$ cat config.mk
export PLATFORM = sky130hd
export DESIGN_NAME = grid_world_engine
export DESIGN_NICKNAME = d
export VERILOG_FILES = /design/src/rtl/world_pkg.sv /design/src/rtl/grid_neighbor.sv /design/src/rtl/grid_world_engine.sv
export SDC_FILE = /design/constraint.sdc
export NUM_CORES = 2
export LEC_CHECK = 0
export BUFFER_PORTS_ARGS = -buffer_cell sky130_fd_sc_hd__buf_4
export CAP_MARGIN = 30
export CORE_UTILIZATION = 50
export CTS_CLUSTER_DIAMETER = 120
export DETAILED_ROUTE_END_ITERATION = 6
export PLACE_DENSITY = 0.69
export SLEW_MARGIN = 20
export SYNTH_ARGS = -nofsm -noshare
export SYNTH_HDL_FRONTEND = slang
export SYNTH_HIERARCHICAL = 1
export SYNTH_SLANG_ARGS = --single-unit
$ cat constraint.sdc
create_clock -name clock -period 9.8 [get_ports clock]
set_clock_uncertainty 0.2 [all_clocks]
set_input_delay 0.49 -clock clock [delete_from_list [all_inputs] [get_ports clock]]
set_output_delay 0.49 -clock clock [all_outputs]
set_load 0.1 [all_outputs]
$ cat src/rtl/world_pkg.sv
// Shared cell codes, orientation codes and the turn-left rule for the grid world.
// No logic of its own; consumed by the engine and its neighbour helper.
// Constants only, no flow control.
package world_pkg;

   localparam logic [2:0] CELL_FREE  = 3'd0;
   localparam logic [2:0] CELL_WALL  = 3'd1;
   localparam logic [2:0] CELL_TRASH = 3'd2;
   localparam logic [2:0] CELL_MARK  = 3'd7;

   localparam logic [1:0] OR_N = 2'd0;
   localparam logic [1:0] OR_S = 2'd1;
   localparam logic [1:0] OR_E = 2'd2;
   localparam logic [1:0] OR_W = 2'd3;

   // Robot turns counter-clockwise: N -> W -> S -> E -> N
   function automatic logic [1:0] turn_left(input logic [1:0] o);
      case (o)
         OR_N:    return OR_W;
         OR_W:    return OR_S;
         OR_S:    return OR_E;
         default: return OR_N;
      endcase
   endfunction

endpackage

$ cat src/rtl/grid_neighbor.sv
// Ahead/left neighbour coordinates, in-bounds flags and linear addresses for a pose.
// Purely combinational, zero latency.
// No flow control; addresses are forced to 0 when the neighbour is out of bounds.
module grid_neighbor
   import world_pkg::*;
#(
   parameter int ROWS = 10,
   parameter int COLS = 20,
   parameter int RW   = $clog2(ROWS),
   parameter int CW   = $clog2(COLS),
   parameter int AW   = $clog2(ROWS * COLS)
) (
   input  logic [RW-1:0] row,
   input  logic [CW-1:0] col,
   input  logic [1:0]    orient,
   output logic [RW-1:0] ahead_row,
   output logic [CW-1:0] ahead_col,
   output logic          ahead_valid,
   output logic [AW-1:0] ahead_addr,
   output logic          left_valid,
   output logic [AW-1:0] left_addr,
   output logic [AW-1:0] cur_addr
);

   int r, c, ar, ac, lr, lc;

   // Step one cell in the facing direction and one cell to the robot's left
   always_comb begin
      r  = int'(row);
      c  = int'(col);
      ar = r;
      ac = c;
      lr = r;
      lc = c;
      case (orient)
         OR_N: begin
            ar = r - 1;
            lc = c - 1;
         end
         OR_S: begin
            ar = r + 1;
            lc = c + 1;
         end
         OR_E: begin
            ac = c + 1;
            lr = r - 1;
         end
         default: begin
            ac = c - 1;
            lr = r + 1;
         end
      endcase

      ahead_valid = (ar >= 0) && (ar < ROWS) && (ac >= 0) && (ac < COLS);
      left_valid  = (lr >= 0) && (lr < ROWS) && (lc >= 0) && (lc < COLS);

      ahead_row  = ahead_valid ? RW'(ar) : row;
      ahead_col  = ahead_valid ? CW'(ac) : col;
      ahead_addr = ahead_valid ? AW'(ar * COLS + ac) : '0;
      left_addr  = left_valid  ? AW'(lr * COLS + lc) : '0;
      cur_addr   = AW'(r * COLS + c);
   end

endmodule

$ cat src/rtl/grid_world_engine.sv
// Grid world: map storage, robot pose, two-phase robot clock, sensors and command execution.
// Sensors update on the SENSE edge, commands apply on the ACT edge; read port has 1-cycle latency.
// No backpressure: commands are sampled once per ACT edge, map writes only accepted in LOAD.
module grid_world_engine
   import world_pkg::*;
#(
   parameter int ROWS         = 10,
   parameter int COLS         = 20,
   parameter int TICK_DIV     = 1,
   parameter int REMOVE_TICKS = 3,
   parameter int CNT_W        = 16
) (
   input  logic                            clock,
   input  logic                            reset,
   input  logic                            start,
   input  logic [$clog2(ROWS)-1:0]         start_row,
   input  logic [$clog2(COLS)-1:0]         start_col,
   input  logic [1:0]                      start_orient,
   input  logic                            map_we,
   input  logic [$clog2(ROWS*COLS)-1:0]    map_addr,
   input  logic [2:0]                      map_wdata,
   input  logic                            front,
   input  logic                            turn,
   input  logic                            remove,
   output logic                            robot_clock,
   output logic                            head,
   output logic                            left,
   output logic                            under,
   output logic                            barrier,
   output logic [$clog2(ROWS)-1:0]         robot_row,
   output logic [$clog2(COLS)-1:0]         robot_col,
   output logic [1:0]                      robot_orient,
   output logic                            running,
   output logic                            collision,
   output logic [CNT_W-1:0]                step_count,
   output logic [CNT_W-1:0]                trash_count,
   input  logic [$clog2(ROWS)-1:0]         rd_row,
   input  logic [$clog2(COLS)-1:0]         rd_col,
   output logic [2:0]                      rd_cell,
   output logic                            rd_robot
);

   localparam int RW    = $clog2(ROWS);
   localparam int CW    = $clog2(COLS);
   localparam int CELLS = ROWS * COLS;
   localparam int AW    = $clog2(CELLS);
   localparam int DW    = (TICK_DIV > 1) ? $clog2(TICK_DIV) : 1;
   localparam int MW    = $clog2(REMOVE_TICKS + 1);

   typedef enum logic {ST_LOAD, ST_RUN} state_t;

   state_t            state_q, state_d;
   logic [RW-1:0]     row_q, row_d;
   logic [CW-1:0]     col_q, col_d;
   logic [1:0]        orient_q, orient_d;
   logic [DW-1:0]     div_q, div_d;
   logic              rclk_q, rclk_d;
   logic              head_q, head_d;
   logic              left_q, left_d;
   logic              under_q, under_d;
   logic              barrier_q, barrier_d;
   logic              coll_q, coll_d;
   logic [CNT_W-1:0]  step_q, step_d;
   logic [CNT_W-1:0]  trash_q, trash_d;
   logic [MW-1:0]     rm_q, rm_d;
   logic [2:0]        rd_cell_q, rd_cell_d;
   logic              rd_robot_q, rd_robot_d;

   logic [2:0]        map_q [CELLS];
   logic              wr_en;
   logic [AW-1:0]     wr_addr;
   logic [2:0]        wr_dat;

   logic [RW-1:0]     ahead_row;
   logic [CW-1:0]     ahead_col;
   logic              ahead_valid, left_valid;
   logic [AW-1:0]     ahead_addr, left_addr, cur_addr;
   logic [2:0]        ahead_cell, left_cell, cur_cell;
   logic              ahead_blocked, ahead_trash, left_blocked;
   logic              rd_in_range;
   logic [AW-1:0]     rd_addr;

   function automatic logic [CNT_W-1:0] sat_inc(input logic [CNT_W-1:0] v);
      return (v == '1) ? v : v + CNT_W'(1);
   endfunction

   grid_neighbor #(
      .ROWS (ROWS),
      .COLS (COLS),
      .RW   (RW),
      .CW   (CW),
      .AW   (AW)
   ) u_nbr (
      .row         (row_q),
      .col         (col_q),
      .orient      (orient_q),
      .ahead_row   (ahead_row),
      .ahead_col   (ahead_col),
      .ahead_valid (ahead_valid),
      .ahead_addr  (ahead_addr),
      .left_valid  (left_valid),
      .left_addr   (left_addr),
      .cur_addr    (cur_addr)
   );

   // Classify the cells around the robot; out-of-bounds counts as a wall
   always_comb begin
      ahead_cell    = map_q[ahead_addr];
      left_cell     = map_q[left_addr];
      cur_cell      = map_q[cur_addr];
      ahead_blocked = !ahead_valid || (ahead_cell == CELL_WALL);
      ahead_trash   = ahead_valid && (ahead_cell == CELL_TRASH);
      left_blocked  = !left_valid || (left_cell == CELL_WALL);
   end

   // Next-state: load/start, robot clock divider, sense and act phases, read port
   always_comb begin
      state_d    = state_q;
      row_d      = row_q;
      col_d      = col_q;
      orient_d   = orient_q;
      div_d      = div_q;
      rclk_d     = rclk_q;
      head_d     = head_q;
      left_d     = left_q;
      under_d    = under_q;
      barrier_d  = barrier_q;
      coll_d     = coll_q;
      step_d     = step_q;
      trash_d    = trash_q;
      rm_d       = rm_q;
      wr_en      = 1'b0;
      wr_addr    = map_addr;
      wr_dat     = map_wdata;

      case (state_q)
         ST_LOAD: begin
            if (map_we && (int'(map_addr) < CELLS)) begin
               wr_en = 1'b1;
            end
            if (start) begin
               state_d  = ST_RUN;
               row_d    = start_row;
               col_d    = start_col;
               orient_d = start_orient;
               div_d    = '0;
               rclk_d   = 1'b0;
               rm_d     = '0;
            end
         end
         ST_RUN: begin
            if (div_q == DW'(TICK_DIV - 1)) begin
               div_d  = '0;
               rclk_d = ~rclk_q;
               if (rclk_q) begin
                  // SENSE edge: robot clock falls, sensors settle before it rises again
                  head_d    = ahead_blocked;
                  left_d    = left_blocked;
                  under_d   = (cur_cell == CELL_MARK);
                  barrier_d = ahead_trash;
               end else if (remove) begin
                  // ACT edge, remove wins: front/turn ignored while digging
                  if (rm_q == MW'(REMOVE_TICKS - 1)) begin
                     rm_d = '0;
                     if (ahead_trash) begin
                        wr_en   = 1'b1;
                        wr_addr = ahead_addr;
                        wr_dat  = CELL_FREE;
                        trash_d = sat_inc(trash_q);
                     end
                  end else begin
                     rm_d = rm_q + MW'(1);
                  end
               end else begin
                  rm_d = '0;
                  if (front) begin
                     if (ahead_blocked || ahead_trash) begin
                        coll_d = 1'b1;
                     end else begin
                        row_d  = ahead_row;
                        col_d  = ahead_col;
                        step_d = sat_inc(step_q);
                     end
                  end else if (turn) begin
                     orient_d = turn_left(orient_q);
                     step_d   = sat_inc(step_q);
                  end
               end
            end else begin
               div_d = div_q + DW'(1);
            end
         end
         default: state_d = ST_LOAD;
      endcase

      rd_in_range = (int'(rd_row) < ROWS) && (int'(rd_col) < COLS);
      rd_addr     = rd_in_range ? AW'(int'(rd_row) * COLS + int'(rd_col)) : '0;
      rd_cell_d   = rd_in_range ? map_q[rd_addr] : CELL_WALL;
      rd_robot_d  = rd_in_range && (rd_row == row_q) && (rd_col == col_q);
   end

   // Control, pose, sensor, statistics and read-port registers
   always_ff @(posedge clock) begin
      if (reset) begin
         state_q    <= ST_LOAD;
         row_q      <= '0;
         col_q      <= '0;
         orient_q   <= OR_N;
         div_q      <= '0;
         rclk_q     <= 1'b0;
         head_q     <= 1'b0;
         left_q     <= 1'b0;
         under_q    <= 1'b0;
         barrier_q  <= 1'b0;
         coll_q     <= 1'b0;
         step_q     <= '0;
         trash_q    <= '0;
         rm_q       <= '0;
         rd_cell_q  <= '0;
         rd_robot_q <= 1'b0;
      end else begin
         state_q    <= state_d;
         row_q      <= row_d;
         col_q      <= col_d;
         orient_q   <= orient_d;
         div_q      <= div_d;
         rclk_q     <= rclk_d;
         head_q     <= head_d;
         left_q     <= left_d;
         under_q    <= under_d;
         barrier_q  <= barrier_d;
         coll_q     <= coll_d;
         step_q     <= step_d;
         trash_q    <= trash_d;
         rm_q       <= rm_d;
         rd_cell_q  <= rd_cell_d;
         rd_robot_q <= rd_robot_d;
      end
   end

   // Map storage: cleared wholesale by reset, one write per cycle otherwise
   always_ff @(posedge clock) begin
      if (reset) begin
         for (int i = 0; i < CELLS; i++) begin
            map_q[i] <= CELL_FREE;
         end
      end else if (wr_en) begin
         map_q[wr_addr] <= wr_dat;
      end
   end

   assign robot_clock  = rclk_q;
   assign head         = head_q;
   assign left         = left_q;
   assign under        = under_q;
   assign barrier      = barrier_q;
   assign robot_row    = row_q;
   assign robot_col    = col_q;
   assign robot_orient = orient_q;
   assign running      = (state_q == ST_RUN);
   assign collision    = coll_q;
   assign step_count   = step_q;
   assign trash_count  = trash_q;
   assign rd_cell      = rd_cell_q;
   assign rd_robot     = rd_robot_q;

endmodule

==> qor.csv <==
metric;value;unit
reg2reg start;robot_orient[0];
Die X;338;um
minimum clock period;8880;ps
post-CTS sizing;0;
outcome;finished, violations left;
Skew-Pair Late Insertion Delay;720;ps
cell accounting for the most synthesized area;edfxtp_1;
period utilization;0.906;
DP Area;0.0587;mm^2
cell breakdown of the critical path;mux2_2 > xor2_1 > a221oi_1 > o221ai_2 > inv_1 > and2_4 > buf_4 > nor2_4 > a22oi_1 > a21oi_1 > nor4_1 > a22oi_1 > a2111oi_4 > nand4b_4 > or3b_1 > o31a_1 > buf_4 > o21bai_1;
gpl congestion;1.08;
Die H;338;um
fin cells;7061;
DR vias;53000;
CP Capture Type;flip-flop;
Placed Cells;6853;
final net count;5567;
FMAX;0.113;GHz
DIE AREA;0.114;mm^2
synthesized area per cell;10.1;um^2
average routed wire per standard cell;35.6;um
std cell rows;122;
most common cell in the netlist;edfxtp_1;
CP Buf/Inv Count;3;
Crit. Startpoint;robot_orient[0];
start point of the worst hold path;start_orient[0];
initial antenna violation count;17;
Post-Syn Area;0.0563;mm^2
TritonCTS clock tree;yes;
antenna-violating nets left;0;
Setup Crit Path Kind;flip-flop to flip-flop;
final slew viol count;0;
setup_tns;0;ps
via count of the first global-routing pass;48500;
Crit path required time;9990;ps
final core occ;0.559;
Pre-antenna DRT Iters;7;
top cells by count, synth;edfxtp_1, nor2_1, nand2_1;
postcts setup bufs;0;
routing usage on met1;0.543;
worst-margin pin slew;1270;ps
pin count of the biggest net entering global routing;115;
clock-pin slew on the worst setup and hold paths;60;ps
Synth Flop Type;edfxtp_1;
slowest CP cell;dfxtp_1;
Hold Crit Class;input port to flip-flop;
Power Dens Cells;205;mW/mm^2
Post-synth ARST share;0;
VDD IR-drop max;164;uV
hold_buf cts;14;
DRT Wirelength;251000;um
Yosys reg bits;824;
Num CTS Buffers;94;
synth-to-layout area growth;10.2;%
Fill cells;9660;
Post-synth EDFFs;768;
R2R setup slack;920;ps
total power;12.7;mW
delay-heaviest family, CP;compound AO/OA/AOI/OAI gates;
top-area cell type share of the netlist area;0.409;
endpoints failing hold;0;
sequential element share of the synthesized area;0.429;
First DRT Iteration DRCs;9348;
post-synthesis cell type count;96;
Core Footprint;0.111;mm^2
Setup-failing EPs final;0;
Initial Utilization;0.507;
Max Fanout on Critical Path;30;
top cells by area, synth;edfxtp_1, mux4_2, nor2_1;
Largest stage delay, worst path;940;ps
P_leak;19.6;nW
routing usage on met3;0.152;
failing checks;DRC;
CTS max path bufs;3;
Synth Instances;5603;
critical path data arrival time;9060;ps
met2 usage;0.611;
# IOs;92;
DP Wirelength;172000;um
vias per inst;7.51;
GR peak layer;met2;
first-pass GRT wire length;352000;um
Rel. slew slack;0.154;
final instance area;0.0621;mm^2
Worst Setup Start Kind;flip-flop;
Residual DRC;3;
clk root buf;clkbuf_16;
CTS sink count;824;
YS warnings;6;
RSZ-0062 raised after global routing;no;
port bufs;91;
Net Count, Synth;5688;
Total GRT Usage;0.432;
gr ovfl total;0;
layout cells sized above 1;0.151;
# H-tree levels;3;
Max Cap Viol;0;
==> layout make-up <==
class	instances	area, um^2	area share
multi-input combinational	4179	29900	0.481
clock inverter	52	606	0.00975
inverter	82	309	0.00498
antenna	12	30.0	0.000484
sequential	824	24200	0.390
tap	1488	1860	0.0300
clock buffer	123	2610	0.0420
timing repair buffer	301	2620	0.0423
==> report_power, final <==
part | switching (mW) | total (mW) | internal [mW]
logic | 3.38 | 4.87 | 1.49
registers | 0.156 | 4.10 | 3.95
clock network | 1.54 | 3.73 | 2.19
==> cell usage in the layout, fill, tap and decap left out, types with 61 or more instances in the layout <==
cell	count
nor2_1	740
a311oi_1	66
a211oi_1	89
mux2_2	63
o21bai_1	164
nor3b_1	68
nand3_1	232
nor3_1	152
o221ai_1	64
nor4bb_1	61
a31oi_1	87
nand2_1	591
o22ai_1	65
mux4_2	238
nor4b_1	105
a21oi_1	196
nand4_1	62
inv_1	78
o21ai_0	204
mux2i_1	207
a22oi_1	61
edfxtp_1	768
clkbuf_16	98
buf_4	252
==> worst paths after layout <==
path	to	depth (start not counted)
worst max-delay path	map_q[9][1]	18
worst min register to register	collision	2
worst max register to register	map_q[9][1]	18
worst min-delay path	robot_orient[0]	5
==> per-stage QoR <==
step | hold WS [ps] | setup WS (ps)
6_report | 44.5 | 925
5_1_grt | 97.2 | 954
3_3_place_gp | 262 | 1320
3_5_place_dp | 267 | 1360
2_1_floorplan | 291 | 2810
4_1_cts | 7.78 | 1310
==> metal layers <==
layer	routed length (um)	vias to the layer above
met5	149	-
met4	23300	20
met3	38700	1235
met2	103000	4920
met1	85900	25600
li1	-	21300
==> worst register-to-register path, cell delays in order, from the launching register on <==
cell and delay, ps:
dfxtp_1 940, mux2_2 450, xor2_1 150, a221oi_1 490, o221ai_2 270, inv_1 260, and2_4 650, buf_4 610
nor2_4 380, a22oi_1 480, a21oi_1 160, nor4_1 570, a22oi_1 250, a2111oi_4 580, nand4b_4 160, or3b_1 670
o31a_1 580, buf_4 350, o21bai_1 360
==> sequential cells by signal (all words and copies together) (netlist names), 2 cells and up <==
register,count
rd_cell,3
rm_q,2
step_count,16
map_q,768
robot_row,4
trash_count,16
robot_orient,2
robot_col,5
==> cells by family after synthesis <==
logic type,Yosys count,share of synthesized area
XOR/XNOR,75,0.0117
AO/OA/AOI/OAI,1288,0.160
AND/OR/NAND/NOR,2260,0.196
buffers and inverters,600,0.0468
flip-flops,824,0.429
adder cells (fa/ha/maj),47,0.0115
multiplexers,509,0.145
(Power assumes the default switching activity.)
